<file path="config.mk">
export PLATFORM = sky130hd
export DESIGN_NAME = ahb_read_fifo_flat
export DESIGN_NICKNAME = d
export VERILOG_FILES = /design/src/rtl/jtag_types_pkg.sv /design/src/rtl/ahb_fifo_write_if.sv /design/src/rtl/fifo_ptr.sv /design/src/rtl/ahb_read_fifo.sv /design/src/flat_wrapper.sv
export SDC_FILE = /design/constraint.sdc
export NUM_CORES = 1
export LEC_CHECK = 0
export CAP_MARGIN = 0
export CELL_PAD_IN_SITES_DETAIL_PLACEMENT = 1
export CELL_PAD_IN_SITES_GLOBAL_PLACEMENT = 2
export CORE_AREA = 2 2 94 96
export DETAILED_ROUTE_END_ITERATION = 7
export DIE_AREA = 0 0 96 98
export PLACE_DENSITY = 0.78
export SYNTH_ARGS = -nofsm -noshare
export SYNTH_HDL_FRONTEND = slang
export SYNTH_HIERARCHICAL = 1
export SYNTH_SLANG_ARGS = --single-unit
</file>
<file path="constraint.sdc">
create_clock -name CLK -period 2.45 [get_ports CLK]
set_clock_uncertainty 0.05 [all_clocks]
set_input_delay 0.3675 -clock CLK [delete_from_list [all_inputs] [get_ports CLK]]
set_output_delay 0.3675 -clock CLK [all_outputs]
set_load 0.02 [all_outputs]
</file>
<file path="src/rtl/jtag_types_pkg.sv">
// Shared types and sizing constants for the JTAG AHB read-out path.
package jtag_types_pkg;

   localparam int AHB_FIFO_DEPTH      = 8;
   localparam int AHB_FIFO_DATA_WIDTH = 8;
   localparam int AHB_FIFO_ADDR_WIDTH = $clog2(AHB_FIFO_DEPTH);

   // Extra MSB is the wrap bit that separates full from empty.
   typedef logic [AHB_FIFO_ADDR_WIDTH:0] fifo_ptr_t;

endpackage

</file>
<file path="src/rtl/ahb_fifo_write_if.sv">
// Write-side bundle between the AHB master and the read-data FIFO.
interface ahb_fifo_write_if #(
   parameter int DATA_WIDTH = 8
) ();

   logic [DATA_WIDTH-1:0] wdata;
   logic                  winc;
   logic                  full;

   modport FIFO (input wdata, input winc, output full);
   modport TB   (output wdata, output winc, input full);

endinterface

</file>
<file path="src/rtl/fifo_ptr.sv">
// FIFO pointer register: index plus wrap bit, with synchronous clear.
module fifo_ptr #(
   parameter int ADDR_WIDTH = 3
) (
   input  logic                CLK,
   input  logic                RST,
   input  logic                flush,
   input  logic                inc,
   output logic [ADDR_WIDTH:0] ptr
);

   logic [ADDR_WIDTH:0] ptr_r;

   // Pointer update; the index rolls over into the wrap bit naturally.
   always_ff @(posedge CLK) begin
      if (RST) begin
         ptr_r <= {(ADDR_WIDTH+1){1'b0}};
      end else if (flush) begin
         ptr_r <= {(ADDR_WIDTH+1){1'b0}};
      end else if (inc) begin
         ptr_r <= ptr_r + {{ADDR_WIDTH{1'b0}}, 1'b1};
      end else begin
         ptr_r <= ptr_r;
      end
   end

   assign ptr = ptr_r;

endmodule

</file>
<file path="src/rtl/ahb_read_fifo.sv">
// First-word-fall-through buffer between the AHB master and the JTAG read-out
// stage, with occupancy and sticky overflow/underflow status.
module ahb_read_fifo
   import jtag_types_pkg::*;
#(
   parameter int DATA_WIDTH = AHB_FIFO_DATA_WIDTH,
   parameter int DEPTH      = AHB_FIFO_DEPTH,
   parameter int ADDR_WIDTH = $clog2(DEPTH)
) (
   input  logic                  CLK,
   input  logic                  RST,
   input  logic                  flush,
   ahb_fifo_write_if.FIFO        wr,
   input  logic                  rinc,
   output logic [DATA_WIDTH-1:0] rdata,
   output logic                  empty,
   output logic [ADDR_WIDTH:0]   count,
   output logic                  overflow,
   output logic                  underflow
);

   logic [DATA_WIDTH-1:0] mem_r [DEPTH];
   logic [ADDR_WIDTH:0]   wptr_s;
   logic [ADDR_WIDTH:0]   rptr_s;
   logic                  empty_s;
   logic                  full_s;
   logic                  wr_accept_s;
   logic                  rd_accept_s;
   logic                  ovf_set_s;
   logic                  unf_set_s;
   logic                  overflow_r;
   logic                  underflow_r;

   assign empty_s = (wptr_s == rptr_s);
   assign full_s  = (wptr_s[ADDR_WIDTH-1:0] == rptr_s[ADDR_WIDTH-1:0]) &&
                    (wptr_s[ADDR_WIDTH] != rptr_s[ADDR_WIDTH]);

   // Accept/reject decisions; a pop on a full FIFO frees the slot for the write.
   always_comb begin
      wr_accept_s = 1'b0;
      rd_accept_s = 1'b0;
      ovf_set_s   = 1'b0;
      unf_set_s   = 1'b0;
      if (!flush) begin
         wr_accept_s = wr.winc && (!full_s || rinc);
         rd_accept_s = rinc && !empty_s;
         ovf_set_s   = wr.winc && full_s && !rinc;
         unf_set_s   = rinc && empty_s;
      end else begin
         wr_accept_s = 1'b0;
         rd_accept_s = 1'b0;
      end
   end

   fifo_ptr #(.ADDR_WIDTH(ADDR_WIDTH)) u_wptr (
      .CLK   (CLK),
      .RST   (RST),
      .flush (flush),
      .inc   (wr_accept_s),
      .ptr   (wptr_s)
   );

   fifo_ptr #(.ADDR_WIDTH(ADDR_WIDTH)) u_rptr (
      .CLK   (CLK),
      .RST   (RST),
      .flush (flush),
      .inc   (rd_accept_s),
      .ptr   (rptr_s)
   );

   // Storage array; intentionally not reset.
   always_ff @(posedge CLK) begin
      if (wr_accept_s && !RST) begin
         mem_r[wptr_s[ADDR_WIDTH-1:0]] <= wr.wdata;
      end
   end

   // Sticky error flags, cleared only by reset or flush.
   always_ff @(posedge CLK) begin
      if (RST) begin
         overflow_r  <= 1'b0;
         underflow_r <= 1'b0;
      end else if (flush) begin
         overflow_r  <= 1'b0;
         underflow_r <= 1'b0;
      end else begin
         overflow_r  <= overflow_r  | ovf_set_s;
         underflow_r <= underflow_r | unf_set_s;
      end
   end

   assign rdata     = mem_r[rptr_s[ADDR_WIDTH-1:0]];
   assign empty     = empty_s;
   assign wr.full   = full_s;
   assign count     = wptr_s - rptr_s;
   assign overflow  = overflow_r;
   assign underflow = underflow_r;

endmodule

</file>
<file path="src/flat_wrapper.sv">
// flat-port wrapper written by rule: the top's interface ports become plain ports
module ahb_read_fifo_flat import jtag_types_pkg::*;
#(
   parameter int DATA_WIDTH = AHB_FIFO_DATA_WIDTH,
   parameter int DEPTH      = AHB_FIFO_DEPTH,
   parameter int ADDR_WIDTH = $clog2(DEPTH)
)
  (CLK, RST, flush, rinc, rdata, empty, count, overflow, underflow, wr_wdata, wr_winc, wr_full);
  ahb_fifo_write_if #(.DATA_WIDTH(DATA_WIDTH)) wr_i ();
  input  logic CLK;
  input  logic RST;
  input  logic flush;
  input  logic rinc;
  output logic [DATA_WIDTH-1:0] rdata;
  output logic empty;
  output logic [ADDR_WIDTH:0] count;
  output logic overflow;
  output logic underflow;
  input wire logic [$bits(wr_i.wdata)-1:0] wr_wdata;
  input wire logic [$bits(wr_i.winc)-1:0] wr_winc;
  output wire logic [$bits(wr_i.full)-1:0] wr_full;
  assign wr_i.wdata = wr_wdata;
  assign wr_i.winc = wr_winc;
  assign wr_full = wr_i.full;
  ahb_read_fifo #(.DATA_WIDTH(DATA_WIDTH), .DEPTH(DEPTH), .ADDR_WIDTH(ADDR_WIDTH)) u_core (.CLK(CLK), .RST(RST), .flush(flush), .wr(wr_i), .rinc(rinc), .rdata(rdata), .empty(empty), .count(count), .overflow(overflow), .underflow(underflow));
endmodule
</file>
== Word-level counts from Yosys, hierarchy flattened ==
Memory sizes are Yosys's and may differ from the RTL's. A register that Yosys moved wholly into a read port is not among the register bits.
Index checks and enable logic that the tools add are counted.

* Bitwise gates (word level): 2
* $mul: 0
* $lt $le $gt $ge: 0
* Shifts and indexed selects: 0
* Mux-type cells: 8
* $add $sub $neg: 3
* Reductions and logical operators: 13
* Eq/ne operators: 3
* Div/mod/pow operators: 0

{| class="wikitable"
|+ Operator list
! cell !! number
|-
| adder 4 x 1 -> 4 bit, second input constant || 2
|-
| logical AND 1 bit || 7
|-
| two-way mux 1 bit || 6
|-
| two-way mux 3 bit || 2
|-
| == test 4 bit || 1
|-
| zero test 1 bit || 4
|-
| subtractor 4 bit || 1
|-
| == test 3 bit || 1
|-
| OR 1 bit || 2
|-
| OR reduction 2 bit || 1
|-
| logical OR 1 bit || 1
|-
| inequality test 1 bit || 1
|}

* Bits of input ports: 13
* Output and inout port bits: 16
* Memories: 1
* Flip-flop bits (word level): 10
* Bits in read-only memories: 0
* Latch bits: 0
* Logic and storage cells: 34
* Memory bits (writable): 64

{| class="wikitable"
|+ Memories
! name !! words !! width !! read ports !! clocked after Yosys merged registers in !! write ports !! RTL line !! source
|-
| u_core.mem_r || 8 || 8 || 1 || 1 || 1 || ahb_read_fifo.sv:22 || <nowiki>logic [DATA_WIDTH-1:0] mem_r [DEPTH];</nowiki>
|}

== Logic depth before layout (Yosys ltp) ==
* Depth after elaboration: 9
* Mapped depth: 8
* Depth with buffers taken out: 6

== Cells and area by module ==
The synthesis kept the hierarchy.

{| class="wikitable"
|+ Modules (own cells, without submodules)
! module !! times used !! cells each !! sequential area each (um2) !! area an instance (um2)
|-
| ahb_read_fifo || 1 || 151 || 1961.9 || 2772.7
|-
| fifo_ptr || 2 || 17 || 80.1 || 177.7
|}

== Least setup slack after synthesis ==
Ideal clock, no wire load.

* Path kind: reg2reg
* Start point: reg u_core.u_rptr.ptr_r[2], in the netlist u_core/u_rptr/ptr[2]
* End point: mem u_core.mem_r[2][0] (enable)
* Period minus slack after synthesis: 2.690 ns
* Setup slack: -0.240 ns
* Library setup time: 0.395 ns
* Arrival time: 2.245 ns
* Cell stages (with the launch flop): 8
* Data required time: 2.005 ns
* Buffers on the path: 2
* Cell sequence: dfxtp_1 -> buf_2 -> buf_2 -> inv_2 -> ha_1 -> nand3_1 -> o311ai_2 -> nor4_1

* Longest elaborated chain between the ends: 9

{| class="wikitable"
|+ Ends and longest elaborated chain
! item !! RTL line !! source
|-
| start, declared || fifo_ptr.sv:12 || <nowiki>logic [ADDR_WIDTH:0] ptr_r;</nowiki>
|-
| start signal, assigned || fifo_ptr.sv:17 || <nowiki>ptr_r <= {(ADDR_WIDTH+1){1'b0}};</nowiki>
|-
| start signal, assigned || fifo_ptr.sv:19 || <nowiki>ptr_r <= {(ADDR_WIDTH+1){1'b0}};</nowiki>
|-
| start signal, assigned || fifo_ptr.sv:21 || <nowiki>ptr_r <= ptr_r + {{ADDR_WIDTH{1'b0}}, 1'b1};</nowiki>
|-
| == test 3 bit || ahb_read_fifo.sv:35 || <nowiki>assign full_s = (wptr_s[ADDR_WIDTH-1:0] == rptr_s[ADDR_WIDTH-1:0]) &&</nowiki>
|-
| logical AND 1 bit || ahb_read_fifo.sv:35 ||
|-
| zero test 1 bit || ahb_read_fifo.sv:45 || <nowiki>wr_accept_s = wr.winc && (!full_s || rinc);</nowiki>
|-
| logical OR 1 bit || ahb_read_fifo.sv:45 ||
|-
| logical AND 1 bit || ahb_read_fifo.sv:45 ||
|-
| two-way mux 1 bit || ahb_read_fifo.sv:44 || <nowiki>if (!flush) begin</nowiki>
|-
| logical AND 1 bit || ahb_read_fifo.sv:73 || <nowiki>if (wr_accept_s && !RST) begin</nowiki>
|-
| two-way mux 1 bit || ahb_read_fifo.sv:73 ||
|-
| two-way mux 1 bit (implied by the code) || ahb_read_fifo.sv:74 || <nowiki>mem_r[wptr_s[ADDR_WIDTH-1:0]] <= wr.wdata;</nowiki>
|-
| end, declared || ahb_read_fifo.sv:22 ||
|}

Every way passes these cells.

==> impl_metrics.csv <==
group,metric,value,unit
run_status,status,"finished clean",
setup_path,cp_common_cell,"nand2_1",
final_layout,layout.nets,260,
clock_network,cts_tree,"yes",
final_layout,diodes,0,
setup_path,rr_endpoint,"u_core/mem_r[6][4]$_DFFE_PP_",
setup_path,crit_chain,"buf_12, mux4_1, nand2_1, nand2_1, dlygate4sd2_1",
setup_path,arrival,1.91,ns
die,initial_utilization,36.9,%
timing,hold_viol_final,0,
final_layout,instances_no_fill,353,
clock_network,cts-buffers-inserted,9,
clock_network,clk_pin_slew,0.07,ns
routing,wirelength,6.70,mm
place,gp_congestion,0.802,
synth,synth_top_family_by_area,"multiplexers",
clock_network,clock-sinks,74,
power_and_ir_drop,ir_drop,0.301,mV
worst_hold_path,min_to,"u_core/overflow$_SDFF_PP0_",
global_routing,grt_overflow,0,
synth,netlist.area_leader.share,61.4,%
worst_hold_path,hp-class,"flip-flop to flip-flop",
setup_path,r2r_setup_slack,0.37,ns
die,die_w,96,um
die,die_area,9410,um2
die,rows,34,
synth,synth_mux_area_share,13.6,%
setup_path,end_kind,"output port",
timing,drv_slew,0,
global_routing,grt_use_total,15.5,%
synth,synth_seq_cells,74,
setup_path,reg2reg_from,"u_core/u_rptr/ptr[2]$_SDFFE_PP0P_",
setup_path,crit_type,"flip-flop to output port",
clock_network,cts.htree.levels,3,
clock_network,cts-root-buf,"clkbuf_8",
final_layout,syn_to_final_growth,24.2,%
routing,drt-pass1-iter-count,4,
synth,synthAdderAreaFrac,2.64,%
worst_hold_path,hold_depth,1,
setup_path,cp_max_fo,9,
synth,synthSimpleGateAreaFrac,8.88,%
synth,synthXorXnorAreaFrac,1.64,%
place,place_inst,337,
routing,vias,1805,
timing,period_share,94.8,%
synth,syn_area,3130,um2
routing,wl_per_cell,19.0,um
synth,yosysWarnings,6,
global_routing,grt_pass1_wl,10.5,mm
setup_path,required,2.03,ns
setup_path,r2r_cells,7,
power_and_ir_drop,p_per_area,611,nW/um2
routing,drtIter0Drc,66,
timing,rsz0062_at_grt,"no",
job,drv_cap,0,
die,ios,29,
synth,yosysTopAreaCell,"edfxtp_1",
synth,avgSynthCellArea,16.9,um2
synth,syn-num-nets,204,
place,hpwl,4.47,mm
die,die_h,98,um
timing,setup_viol,0,
synth,ys_types,36,
synth,synth_cells,185,
timing,slew_headroom,71.7,%
final_layout,drive_gt1_share,24.9,%
setup_path,critical_path.max_stage_delay,0.54,ns
global_routing,grt_max_degree,20,
global_routing,grt_pass1_vias,1985,
setup_path,slowest_stage,"mux4_1",
routing,drc_errors,0,
global_routing,antenna_found_initial,0,
power_and_ir_drop,p_leak,1.34,nW
place,port_buffers,28,
final_layout,fillers,846,
worst_hold_path,worstHoldStart,"u_core/overflow$_SDFF_PP0_",
setup_path,cp_top_family,"multiplexers",
routing,ant_nets,0,
routing,routed_via_density,5.11,
die,coreArea,8470,um2
synth,ys_seq_area_share,67.8,%
clock_network,clockBufferDepth,2,
synth,synth.area.top_cells,"edfxtp_1 61%, mux4_2 7.2%, dfxtp_1 6.4%",
setup_path,worst-path-buf-inv,2,
timing,tightest_slew,0.424,ns
synth,synth_compound_area_share,3.08,%
timing,fin_crit,2.32,ns
setup_path,worstSetupStartpointType,"flip-flop",
clock_network,clock_latency,0.33,ns
place,pre_cts_ws,0.0918,ns
timing,worst_slack,0.127,ns
timing,fmax,430,MHz
-- cells in the final DEF, fill, tap and decap left out, drive strengths merged, types with 3 or more instances in the layout --
| cell type | Yosys | final |
|---|---|---|
| nor3b | 3 | 3 |
| dfxtp | 10 | 10 |
| dlygate4sd2 | 0 | 11 |
| nand3 | 3 | 3 |
| buf | 5 | 21 |
| xnor2 | 5 | 5 |
| nand2 | 24 | 24 |
| clkinv | 0 | 3 |
| edfxtp | 64 | 64 |
| inv | 7 | 7 |
| nor2 | 12 | 12 |
| clkbuf | 0 | 12 |
| mux4 | 16 | 16 |
| ha | 5 | 5 |
| clkdlybuf4s50 | 0 | 15 |
-- metal layers --
layer  routed length, um  up-vias  global-route usage, %  part of all wire [%]
met5                   0        -                      0                     0
li1                    -      832                      -                     -
met2                3430       45                   25.5                    51
met3                 275        6                   4.94                   4.1
met4                  80        0                   5.71                   1.2
met1                2910      922                   19.1                    43
-- synth_stat cells (all sizes together) --
| master | count |
|---|---|
| and2 | 1 |
| mux4 | 16 |
| nand3 | 3 |
| a221oi | 1 |
| mux2 | 2 |
| dfxtp | 10 |
| nand4 | 2 |
| or2 | 2 |
| nor4b | 1 |
| nor3b | 3 |
| o31a | 1 |
| inv | 7 |
| o21a | 1 |
| nand3b | 2 |
| o311ai | 2 |
| nor3 | 2 |
| xnor2 | 5 |
| mux2i | 2 |
| nor4 | 2 |
| edfxtp | 64 |
| nor2 | 12 |
| nand2 | 24 |
| a22o | 1 |
| nor2b | 2 |
| or3 | 1 |
| ha | 5 |
| a21oi | 2 |
| buf | 5 |
| and4 | 1 |
| fa | 1 |
| a21bo | 2 |
-- repair_timing --
item	CTS	global route
setup endpoints to repair	13	7
gates resized for setup	15	4
gates cloned	0	1
hold buffers	0	0
setup buffers	0	0
-- sequential cells by signal, summed over array words and instances (netlist names) --
name               cells
u_core/u_wptr/ptr      4
u_core/mem_r          64
u_core/u_rptr/ptr      4
u_core/underflow       1
u_core/overflow        1
-- stage by stage --
step	area [um2]	power [W]	hold slack (ns)	util [%]	TNS (ns)
after global placement	3680	0.00151	0.402	43.5	0
after global routing	3880	0.00246	0.444	45.9	0
final	3880	0.00237	0.425	45.9	0
after CTS	3850	0.00241	0.432	45.5	-0.0270
after floorplan	3150	0.00145	0.416	-	0
after detailed placement	3680	0.00151	0.410	43.5	0
-- where the power goes --
| group | internal [W] | leakage [nW] | switching, W |
|---|---|---|---|
| clock | 0.000463 | 0.0921 | 0.000434 |
| combinational | 0.0000472 | 0.588 | 0.0000562 |
| sequential | 0.00137 | 0.658 | 0.00000244 |
-- cells by family after synthesis --
family | count (synthesis)
simple gates | 58
flops | 74
fa+ha+maj | 6
compound gates | 10
buf+inv | 12
mux | 20
xor+xnor | 5
-- area by class of cell --
type                       count  area (um2)  share of cell area [%]
sequential                    74        2130                    54.7
multi-input combinational     99         957                    24.6
timing repair buffer          50         457                    11.8
tap                          108         135                    3.48
clock buffer                  10         128                    3.29
clock inverter                 5        56.3                    1.45
inverter                       7        26.3                   0.676
-- worst register-to-register path, cell delays in order, from the launching register on --
cell	delay (ns)
dfxtp_1	0.36
inv_2	0.04
ha_1	0.32
buf_4	0.14
nand3_1	0.19
o311ai_2	0.44
nor2_1	0.13
buf_4	0.20
-- how the worst max path moves through the flow --
stage                                        end                         startpoint  depth (start not counted)  slack, ns
floorplan           u_core/mem_r[2][0]$_DFFE_PP_  u_core/u_rptr/ptr[2]$_SDFFE_PP0P_                          7       0.09
global placement                        count[3]  u_core/u_rptr/ptr[2]$_SDFFE_PP0P_                          6       0.09
detailed placement                      count[3]  u_core/u_rptr/ptr[2]$_SDFFE_PP0P_                          6       0.09
CTS                                     count[3]  u_core/u_rptr/ptr[2]$_SDFFE_PP0P_                          6      -0.03
global route                            count[2]  u_core/u_wptr/ptr[0]$_SDFFE_PP0P_                          5       0.02
finish                                  rdata[2]  u_core/u_rptr/ptr[0]$_SDFFE_PP0P_                          5       0.13
No activity file was read; power rests on OpenSTA's default activity.
==> patch: new RTL, same flow settings <==
The package constant `AHB_FIFO_DEPTH` goes from 8 to 16.
--- a/src/rtl/jtag_types_pkg.sv
+++ b/src/rtl/jtag_types_pkg.sv
@@ -2,5 +2,5 @@
 package jtag_types_pkg;
 
-   localparam int AHB_FIFO_DEPTH      = 8;
+   localparam int AHB_FIFO_DEPTH      = 16;
    localparam int AHB_FIFO_DATA_WIDTH = 8;
    localparam int AHB_FIFO_ADDR_WIDTH = $clog2(AHB_FIFO_DEPTH);
Interface: changed (resized count); port bits go from 29 to 30. No check against the original RTL was run, so the function may have changed too.
==> patch against the original RTL <==
  * The flow now stops in 3_5_place_dp
  * Synthesized area grew 85%
==> patch: results (changes against the original RTL) <==
stage,metric,value,unit,change
run_status,status,stopped before the end,,
run_status,lastStage,3_5_place_dp,,
run_status,firstError,[ERROR DPL-0033] detailed placement checks failed during check placement.,,
placed_design,hpwl,13.72,mm,+210%
synthesis,seq_area_frac_synth,0.7076,,+0.02917
synthesis,ys_top_cells_by_count,"edfxtp_1 (128), nor2_1 (23), a22oi_1 (16), mux4_1 (16), mux4_2 (16)",,
synthesis,synth_nets,324,,+59%
synthesis,ys_ff_latch,140,,+89%
placed_design,portBuffers,29,,+3.6%
placed_design,gp_congestion,0.7849,,-2.1%
synthesis,synth.distinct_cells,34,,-5.6%
synthesis,yosysMostFrequentCell,edfxtp_1,,
synthesis,async_flop_share,0,,unchanged
synthesis,synth_area_leaders,"edfxtp_1 (67%), mux4_1 (7.3%), mux4_2 (6.2%)",,
synthesis,yosysWarnings,6,,unchanged
synthesis,synth_enable_flop_cells,128,,+100%
patch: cell types whose count changed after synthesis, sizes merged, moves of 3 or more:
| cell | change |
|---|---|
| nand2 | -15 |
| nor2 | +11 |
| edfxtp | +64 |
| nor3b | +3 |
| buf | +4 |
| a22oi | +16 |
| a21oi | +4 |
| mux4 | +16 |
| nand4 | +3 |
| nor3 | +9 |
patch: per-stage QoR:
stage | setup WS [ps] | hold WS [ps] | cells | cell area [um2]
floorplan | -29.64 | 394.3 | 304 | 5857
global placement | -33.83 | 444.8 | 470 | 6740
patch: cell families after synthesis:
logic type                 after synthesis  share of synthesized area
xor gates and xnor gates                 7                    0.01192
DFF                                    140                     0.7076
muxes                                   38                     0.1478
and+or+nand+nor                         67                    0.06395
buffers and inverters                   19                    0.02016
AOI/OAI and AO/OA                       26                    0.03208
adders and majority gates                7                    0.01647
